### config.mk
export PLATFORM = sky130hd
export DESIGN_NAME = unidade_controle
export DESIGN_NICKNAME = d
export VERILOG_FILES = /design/src/rtl/processador_pkg.sv /design/src/rtl/unidade_controle_decodificador.sv /design/src/rtl/unidade_controle.sv
export SDC_FILE = /design/constraint.sdc
export NUM_CORES = 1
export LEC_CHECK = 0
export ABC_AREA = 0
export BUFFER_PORTS_ARGS = -buffer_cell sky130_fd_sc_hd__buf_2
export CAP_MARGIN = 30
export CORE_ASPECT_RATIO = 0.75
export CORE_MARGIN = 2
export CORE_UTILIZATION = 55
export CTS_CLUSTER_SIZE = 14
export DETAILED_ROUTE_END_ITERATION = 16
export GPL_ROUTABILITY_DRIVEN = 0
export PLACE_DENSITY = 0.86
export SYNTH_ARGS = -nofsm -noshare
export SYNTH_HDL_FRONTEND = slang
export SYNTH_SLANG_ARGS = --single-unit
### constraint.sdc
create_clock -name clk -period 3.1 [get_ports clk]
set_clock_uncertainty 0.1 [all_clocks]
set_input_delay 0.31 -clock clk [delete_from_list [all_inputs] [get_ports clk]]
set_output_delay 0.31 -clock clk [all_outputs]
set_load 0.03 [all_outputs]
### src/rtl/processador_pkg.sv
// Shared types and encodings for the multi-cycle control unit and its opcode decoder.
package processador_pkg;

    typedef enum logic [4:0] {
        OP_NOP  = 5'b00000,
        OP_MOV  = 5'b00001,
        OP_ADD  = 5'b00010,
        OP_SUB  = 5'b00011,
        OP_MUL  = 5'b00100,
        OP_DIV  = 5'b00101,
        OP_AND  = 5'b00110,
        OP_OR   = 5'b00111,
        OP_NEG  = 5'b01000,
        OP_ADDI = 5'b01001,
        OP_SUBI = 5'b01010,
        OP_BLT  = 5'b01011,
        OP_BGT  = 5'b01100,
        OP_JMP  = 5'b01101,
        OP_HALT = 5'b11111
    } opcode_t;

    typedef enum logic [2:0] {
        FETCH,
        DECODE,
        EXECUTE,
        WRITEBACK,
        BRANCH,
        HALT
    } estado_t;

    typedef enum logic [2:0] {
        CL_NOP,
        CL_ALU,
        CL_CMP,
        CL_JMP,
        CL_HALT
    } classe_t;

    localparam logic [2:0] SEL_MOV = 3'b000;
    localparam logic [2:0] SEL_ADD = 3'b001;
    localparam logic [2:0] SEL_SUB = 3'b010;
    localparam logic [2:0] SEL_MUL = 3'b011;
    localparam logic [2:0] SEL_DIV = 3'b100;
    localparam logic [2:0] SEL_AND = 3'b101;
    localparam logic [2:0] SEL_OR  = 3'b110;
    localparam logic [2:0] SEL_NEG = 3'b111;

    localparam logic [1:0] ORIG_R   = 2'b00;
    localparam logic [1:0] ORIG_I   = 2'b01;
    localparam logic [1:0] ORIG_CMP = 2'b10;

    localparam logic [1:0] PC_SEQ    = 2'b00;
    localparam logic [1:0] PC_BRANCH = 2'b01;
    localparam logic [1:0] PC_JUMP   = 2'b10;

endpackage

### src/rtl/unidade_controle_decodificador.sv
// Combinational opcode decoder: maps an opcode to ULA select, ULA mode and instruction class.
module decodificador
    import processador_pkg::*;
#(
    parameter int OPW = 5
) (
    input  logic [OPW-1:0] i_op,
    output logic [2:0]     o_selec,
    output logic [1:0]     o_orig,
    output classe_t        o_classe
);

    always_comb begin
        o_selec  = SEL_MOV;
        o_orig   = ORIG_R;
        o_classe = CL_NOP;
        case (i_op)
            OP_MOV:  begin o_selec = SEL_MOV; o_classe = CL_ALU; end
            OP_ADD:  begin o_selec = SEL_ADD; o_classe = CL_ALU; end
            OP_SUB:  begin o_selec = SEL_SUB; o_classe = CL_ALU; end
            OP_MUL:  begin o_selec = SEL_MUL; o_classe = CL_ALU; end
            OP_DIV:  begin o_selec = SEL_DIV; o_classe = CL_ALU; end
            OP_AND:  begin o_selec = SEL_AND; o_classe = CL_ALU; end
            OP_OR:   begin o_selec = SEL_OR;  o_classe = CL_ALU; end
            OP_NEG:  begin o_selec = SEL_NEG; o_classe = CL_ALU; end
            OP_ADDI: begin o_selec = SEL_ADD; o_orig = ORIG_I;   o_classe = CL_ALU; end
            OP_SUBI: begin o_selec = SEL_SUB; o_orig = ORIG_I;   o_classe = CL_ALU; end
            OP_BLT:  begin o_selec = SEL_ADD; o_orig = ORIG_CMP; o_classe = CL_CMP; end
            OP_BGT:  begin o_selec = SEL_SUB; o_orig = ORIG_CMP; o_classe = CL_CMP; end
            OP_JMP:  o_classe = CL_JMP;
            OP_HALT: o_classe = CL_HALT;
            default: o_classe = CL_NOP;
        endcase
    end

endmodule

### src/rtl/unidade_controle.sv
// Multi-cycle control FSM driving the ULA and PC/IR/register-file enables; counts retired
// instructions and halts on HALT or on an instruction-fetch timeout.
module unidade_controle
    import processador_pkg::*;
#(
    parameter int OPW           = 5,
    parameter int CNTW          = 32,
    parameter int FETCH_TIMEOUT = 15
) (
    input  logic            clk,
    input  logic            rst,
    input  logic [31:0]     instr,
    input  logic            imem_ready,
    input  logic            zero,
    input  logic            negativo,
    output logic            ir_we,
    output logic            pc_we,
    output logic [1:0]      pc_src,
    output logic            reg_we,
    output logic [2:0]      selec,
    output logic [1:0]      origULA,
    output logic            halted,
    output logic            erro,
    output logic [CNTW-1:0] retired
);

    localparam int TW = $clog2(FETCH_TIMEOUT + 1);

    estado_t         r_estado;
    logic [OPW-1:0]  r_op;
    logic            r_flag;
    logic [TW-1:0]   r_timer;
    logic [CNTW-1:0] r_retired;
    logic            r_erro;

    estado_t         w_prox;
    logic [TW-1:0]   w_timer_prox;
    logic            w_fault;
    logic            w_retire;
    logic            w_ir_we;
    logic            w_pc_we;
    logic [1:0]      w_pc_src;
    logic            w_reg_we;
    logic [2:0]      w_selec;
    logic [1:0]      w_orig;

    logic [OPW-1:0]  w_op_instr;
    logic [OPW-1:0]  w_op_dec;
    logic [2:0]      w_dec_selec;
    logic [1:0]      w_dec_orig;
    classe_t         w_dec_classe;
    logic            w_unused;

    assign w_op_instr = instr[31 -: OPW];
    // In DECODE the opcode is still in the IR; afterwards it comes from the latched copy.
    assign w_op_dec   = (r_estado == DECODE) ? w_op_instr : r_op;
    // zero is reserved for future branch types; only the opcode field of instr is used here.
    assign w_unused   = ^{zero, instr[31-OPW:0]};

    decodificador #(
        .OPW (OPW)
    ) u_decodificador (
        .i_op     (w_op_dec),
        .o_selec  (w_dec_selec),
        .o_orig   (w_dec_orig),
        .o_classe (w_dec_classe)
    );

    always_ff @(posedge clk or posedge rst) begin
        if (rst) begin
            r_estado <= FETCH;
        end else begin
            r_estado <= w_prox;
        end
    end

    always_ff @(posedge clk or posedge rst) begin
        if (rst) begin
            r_op      <= '0;
            r_flag    <= 1'b0;
            r_timer   <= '0;
            r_retired <= '0;
            r_erro    <= 1'b0;
        end else begin
            if (r_estado == DECODE)  r_op   <= w_op_instr;
            if (r_estado == EXECUTE) r_flag <= negativo;
            r_timer <= w_timer_prox;
            if (w_fault)  r_erro    <= 1'b1;
            if (w_retire) r_retired <= r_retired + 1'b1;
        end
    end

    always_comb begin
        w_prox       = r_estado;
        w_timer_prox = r_timer;
        w_fault      = 1'b0;
        w_retire     = 1'b0;
        w_ir_we      = 1'b0;
        w_pc_we      = 1'b0;
        w_pc_src     = PC_SEQ;
        w_reg_we     = 1'b0;
        w_selec      = SEL_MOV;
        w_orig       = ORIG_R;
        case (r_estado)
            FETCH: begin
                if (imem_ready) begin
                    w_ir_we      = 1'b1;
                    w_timer_prox = '0;
                    w_prox       = DECODE;
                end else begin
                    w_timer_prox = r_timer + 1'b1;
                    // The low cycle that brings the wait count up to the limit is the fault cycle.
                    if (r_timer == TW'(FETCH_TIMEOUT - 1)) begin
                        w_fault = 1'b1;
                        w_prox  = HALT;
                    end
                end
            end
            DECODE: begin
                case (w_dec_classe)
                    CL_ALU, CL_CMP: w_prox = EXECUTE;
                    CL_HALT:        w_prox = HALT;
                    default:        w_prox = BRANCH;
                endcase
            end
            EXECUTE: begin
                w_selec = w_dec_selec;
                w_orig  = w_dec_orig;
                w_prox  = (w_dec_classe == CL_CMP) ? BRANCH : WRITEBACK;
            end
            WRITEBACK: begin
                w_reg_we = 1'b1;
                w_pc_we  = 1'b1;
                w_pc_src = PC_SEQ;
                w_retire = 1'b1;
                w_prox   = FETCH;
            end
            BRANCH: begin
                w_pc_we  = 1'b1;
                w_retire = 1'b1;
                if (w_dec_classe == CL_JMP) begin
                    w_pc_src = PC_JUMP;
                end else if (w_dec_classe == CL_CMP && r_flag) begin
                    w_pc_src = PC_BRANCH;
                end
                w_prox = FETCH;
            end
            HALT: begin
                w_prox = HALT;
            end
            default: begin
                w_prox = FETCH;
            end
        endcase
    end

    // ir_we is the only output that looks at an input, so it is masked while reset is held.
    assign ir_we   = w_ir_we & ~rst;
    assign pc_we   = w_pc_we;
    assign pc_src  = w_pc_src;
    assign reg_we  = w_reg_we;
    assign selec   = w_selec;
    assign origULA = w_orig;
    assign halted  = (r_estado == HALT);
    assign erro    = r_erro;
    assign retired = r_retired;

endmodule
== Word-level counts from Yosys, hierarchy flattened ==
Index checks and enable logic that the tools add are counted.
Word-level totals
  flip-flop bits (word level): 46
  input port bits: 37
  output and inout bits: 44
  logic and storage cells: 66
Operators by class
  add/subtract/negate cells: 2
  equality and inequality tests: 25
  multiplexer cells: 22
  bitwise logic cells: 2
  reduce and logical (&&, ||, !) cells: 9
Operators by type and width (number)
  32-bit by 1-bit adder with 32-bit output, second input constant: 1
  5-bit by 4-bit equality test with 1-bit output, second input constant: 6
  3-bit one-hot mux with 4 select lines: 2
  3-bit one-hot mux with 7 select lines: 1
  5-bit by 3-bit equality test with 1-bit output, second input constant: 4
  3-bit by 2-bit equality test with 1-bit output, second input constant: 4
  3-bit 2-to-1 mux: 4
  5-bit by 2-bit equality test with 1-bit output, second input constant: 2
  10-bit OR reduction: 1
  3-bit equality test, second input constant: 3
  1-bit 2-to-1 mux: 8
  2-bit OR reduction: 4
  3-bit by 1-bit equality test with 1-bit output, second input constant: 2
  2-bit 2-to-1 mux: 3
  3-bit one-hot mux with 2 select lines: 1
  3-bit OR reduction: 2
  5-bit by 1-bit equality test with 1-bit output, second input constant: 1
  5-bit equality test, second input constant: 1
  5-bit 2-to-1 mux: 1
  4-bit by 1-bit adder with 4-bit output, second input constant: 1
  4-bit equality test, second input constant: 1
  4-bit 2-to-1 mux: 1
  2-bit one-hot mux with 2 select lines: 1
  3-bit zero test: 1
  4 further kinds: 4

== Longest topological paths before layout ==
  depth in word-level cells: 10
  depth in mapped cells: 7
  gate-level depth less buffers: 6

== Hierarchy ==
Synthesis repeated with hierarchy kept, for this count alone.
Unflattened totals
  cell total of the unflattened synthesis: 236
  area, all modules: 2476.1 um^2
Modules (own cells, without submodules)
  unidade_controle: instances 1, cells an instance 204, area an instance 2284.7 um^2, sequential area each 1151.1 um^2
  decodificador: instances 1, cells an instance 32, area an instance 191.4 um^2, sequential area each 0.0 um^2

== Worst setup path before layout ==
OpenSTA, ideal clock, no wires.
  path type: reg-to-output
  from: register r_estado[1]
  to: output port selec[1]
  arrival: 2.107 ns
  required time: 2.690 ns
  slack: 0.583 ns
  stages on the path, launching flop included: 6
  buffers on the path: 1
  cell sequence: dfrtp_1 clkbuf_8 nor3b_4 mux2_2 or3_1 a21oi_1
On the way
  longest elaborated chain between the ends: 6
  elaborated cells on any way between the ends: 18
  classes of those cells: eq/ne: 13; mux: 3; reduce/logical: 2
Ends and longest elaborated chain
  start, declared: line unidade_controle.sv:29  | estado_t r_estado;
  start signal, assigned: line unidade_controle.sv:73  | r_estado <= w_prox;
  3-bit by 1-bit equality test with 1-bit output (*): line unidade_controle.sv:56  | assign w_op_dec = (r_estado == DECODE) ? w_op_instr : r_op;
  5-bit 2-to-1 mux (*)
  named net u_decodificador.i_op[3]: line unidade_controle_decodificador.sv:7  | input logic [OPW-1:0] i_op,
  5-bit by 2-bit equality test with 1-bit output or 5-bit by 4-bit equality test with 1-bit output (tied branches): line unidade_controle_decodificador.sv:17  | case (i_op)
  3-bit OR reduction (no line)
  3-bit one-hot mux with 7 select lines (*): line unidade_controle_decodificador.sv:17
  3-bit 2-to-1 mux (*): line unidade_controle.sv:104  | case (r_estado)
  end, declared: line unidade_controle.sv:20  | output logic [2:0] selec,
The timed path passes the listed nets; every way through them passes the cells marked *.

== Worst setup path after layout ==
  from: register r_estado[2]
  to: output port selec[1]
Same word-level chain as after synthesis.

==> impl_results.md <==
* Fmax at 356 MHz
* Power density over the cells at 728 nW/um2
* Max Buffers Root-to-Sink at 2
* Chip height at 62.5 um
* Syn Area/Cell at 10.3 um2
* Pre-antenna DRT Iters at 5
* Endpoints failing setup at 0
* CTS resizes at 0
* Slew HR at 0.658
* Post-CTS setup buffers at 0
* Top cell type's share of synthesized area at 0.459
* Final Max Slew Viols at 0
* Critical path arrival at 2.40 ns
* Worst min path class: in -> reg
* Num rows at 21
* Synth Flop Type: dfrtp_1
* Critical-path cell list: nor3b_4 > mux2_2 > or3_1 > a21oi_1 > buf_2
* Crit. End Element: primary output
* Worst VDD drop at 0.000739 V
* ANT nets after route at 0
* CP Class: reg -> out
* Final wirelength at 4.93 mm
* Synth area leader: dfrtp_1
* Fin. Hold Viols at 0
* Synth Cell Area at 2510 um2
* Setup TNS Final at 0 ns
* DP Area at 2810 um2
* Initial antenna violation count at 0
* Clock Pin Slew Worst Setup and Hold Paths at 0.07 ns
* N_diodes at 0
* Post-synthesis cell type count at 45
* CTS Buf Count at 5
* CP required at 2.69 ns
* Slowest library cell on the worst path: dfrtp_1
* Worst Tran Pin Value at 0.511 ns
* Via count of the first global-routing pass at 1747
* Design area at 2930 um2
* Global-route wire length before repair at 8.26 mm
* H-tree depth at 2
* Hpwl dp at 3.67 mm
* YS warnings at 0
* Die area at 5120 um2
* Most common cell after layout, fill and taps aside: buf_2
* Global route total overflow at 0
* Total track usage at 0.205
* Synthesized flop and latch total at 46
* Port bufs at 52
* Synth-to-Final Area Change at 16.7%
* Initial core utilization at 0.568
* Mapped Cells at 244
* Period utilization at 0.905
* Most frequent cells in the layout: buf_2 (52), dfrtp_1 (46), nor2_1 (24)
* Fin worst setup slack at 0.294 ns
* Worst Path Max Fanout at 11
* Asr flop ratio synth at 1.00
* Status: complete, no violations
* Sequential cell area fraction in the yosys report at 0.459
* Largest stage delay on the critical path at 0.50 ns
* Layout cells sized above 1 at 0.277
* Later-pin clock latency in the skew report at 0.28 ns
* Unrepaired setup endpoints after global routing: false
* Final hold slack at 0.164 ns
* DP Worst Slack at 0.609 ns
* CTS hold repair buffers at 0
* Final min period at 2.81 ns
* Clock sinks at 46
* Core footprint at 4410 um2
* Worst Path Buf+Inv at 1
* Max_cap viols at 0
* Syn_nets at 284
* CTS tree: yes
* Vias/cell at 5.40
* Post-synth EDFFs at 0
* Via count at 1945
* Top delay family on crit path: simple AND/OR/NAND/NOR gates
* Nature of the critical path startpoint: register
* Io pins at 81
* Iteration-0 DRC Markers at 77
* Static Leak at 1.50 nW
* Final core utilization at 0.663
* Largest net degree at the start of global routing at 47
* Top cells by area, synth: dfrtp_1 (46%), xnor2_1 (6.6%), xor2_1 (4.5%), nor2_1 (3.6%), nand2_1 (3.4%)
* Root buffer cell: clkbuf_8
* Die Wd at 82.0 um
* DRC Markers at 0
* Layout Nets at 342
* WL/cell at 13.7 um
==> synth_stat cells, types with 5 or more instances <==
cell,instances
dfrtp_1,46
nor2_1,24
nand2_1,23
xnor2_1,19
nand3_1,14
xor2_1,13
o21ai_0,9
a21oi_1,8
inv_1,8
nand4_1,6
nor4_1,6
mux2_2,5
mux2i_1,5
==> worst reg2reg max path, delay by kind of cell (launching register included) <==
| family | cells | cell delay (ns) |
|---|---|---|
| flip-flops | 1 | 0.55 |
| AO/OA/AOI/OAI | 1 | 0.49 |
| AND/OR/NAND/NOR | 3 | 0.87 |
| XOR/XNOR | 1 | 0.12 |
==> where the power goes <==
group | total [mW] | leakage [nW] | switching, mW | internal [mW]
Clock | 0.362 | 0.0482 | 0.182 | 0.180
Combinational | 0.901 | 0.849 | 0.538 | 0.363
Sequential | 0.867 | 0.607 | 0.144 | 0.724
Total | 2.13 | 1.50 | 0.864 | 1.27
==> state kept, by name (all words and copies together), names as in the netlist <==
name and cells:
retired 32, r_flag 1, erro 1, r_timer 4, r_estado 3, r_op 5
==> area by class of cell <==
type | count | area [um2]
clock buffers | 7 | 86.3
flip-flops and latches | 46 | 1150
fillers | 372 | 1490
clock inverters | 1 | 5.00
repair buffers | 57 | 313
well taps | 57 | 71.3
multi-input cells | 184 | 1270
inverters | 8 | 30.0
==> kinds of logic (layout without fill, tap and decap cells) <==
kind of cell    count (synthesis)  in the layout  share of synthesized area
simple gates                  112            112                      0.263
fa+ha+maj                       3              3                     0.0150
buf+inv                        14             73                     0.0344
xor+xnor                       32             32                      0.112
compound gates                 27             27                     0.0739
flops                          46             46                      0.459
mux                            10             10                     0.0424
==> routing by layer <==
metal / GRT usage / vias to the layer above / wire length, um
met1: 0.308 / 929 / 2470
met4: 0.0354 / 0 / 27
li1: - / 966 / -
met5: 0 / - / 0
met3: 0.0434 / 2 / 172
met2: 0.311 / 48 / 2260
==> path summary, 6_finish.rpt <==
path	from	end	slack, ns	cells after the start
worst max-delay path	r_estado[2]$_DFFE_PP0P_	selec[1]	0.29	5
worst min-delay path	negativo	r_flag$_DFFE_PP0P_	0.16	2
worst max register to register	r_estado[2]$_DFFE_PP0P_	retired[27]$_DFFE_PP0P_	0.87	5
worst min register to register	retired[31]$_DFFE_PP0P_	retired[31]$_DFFE_PP0P_	0.36	1
max in group asynchronous	rst	retired[0]$_DFFE_PP0P_	2.18	4
min in group asynchronous	rst	r_timer[2]$_DFFE_PP0P_	0.50	4
==> metrics by stage <==
| step | instances | power, mW |
|---|---|---|
| after global routing | 360 | 2.28 |
| after detailed placement | 350 | 1.77 |
| after global placement | 350 | 1.75 |
| after CTS | 358 | 2.14 |
| after floorplan | 244 | 1.60 |
| final | 360 | 2.13 |
No activity file was read; power rests on OpenSTA's default activity.
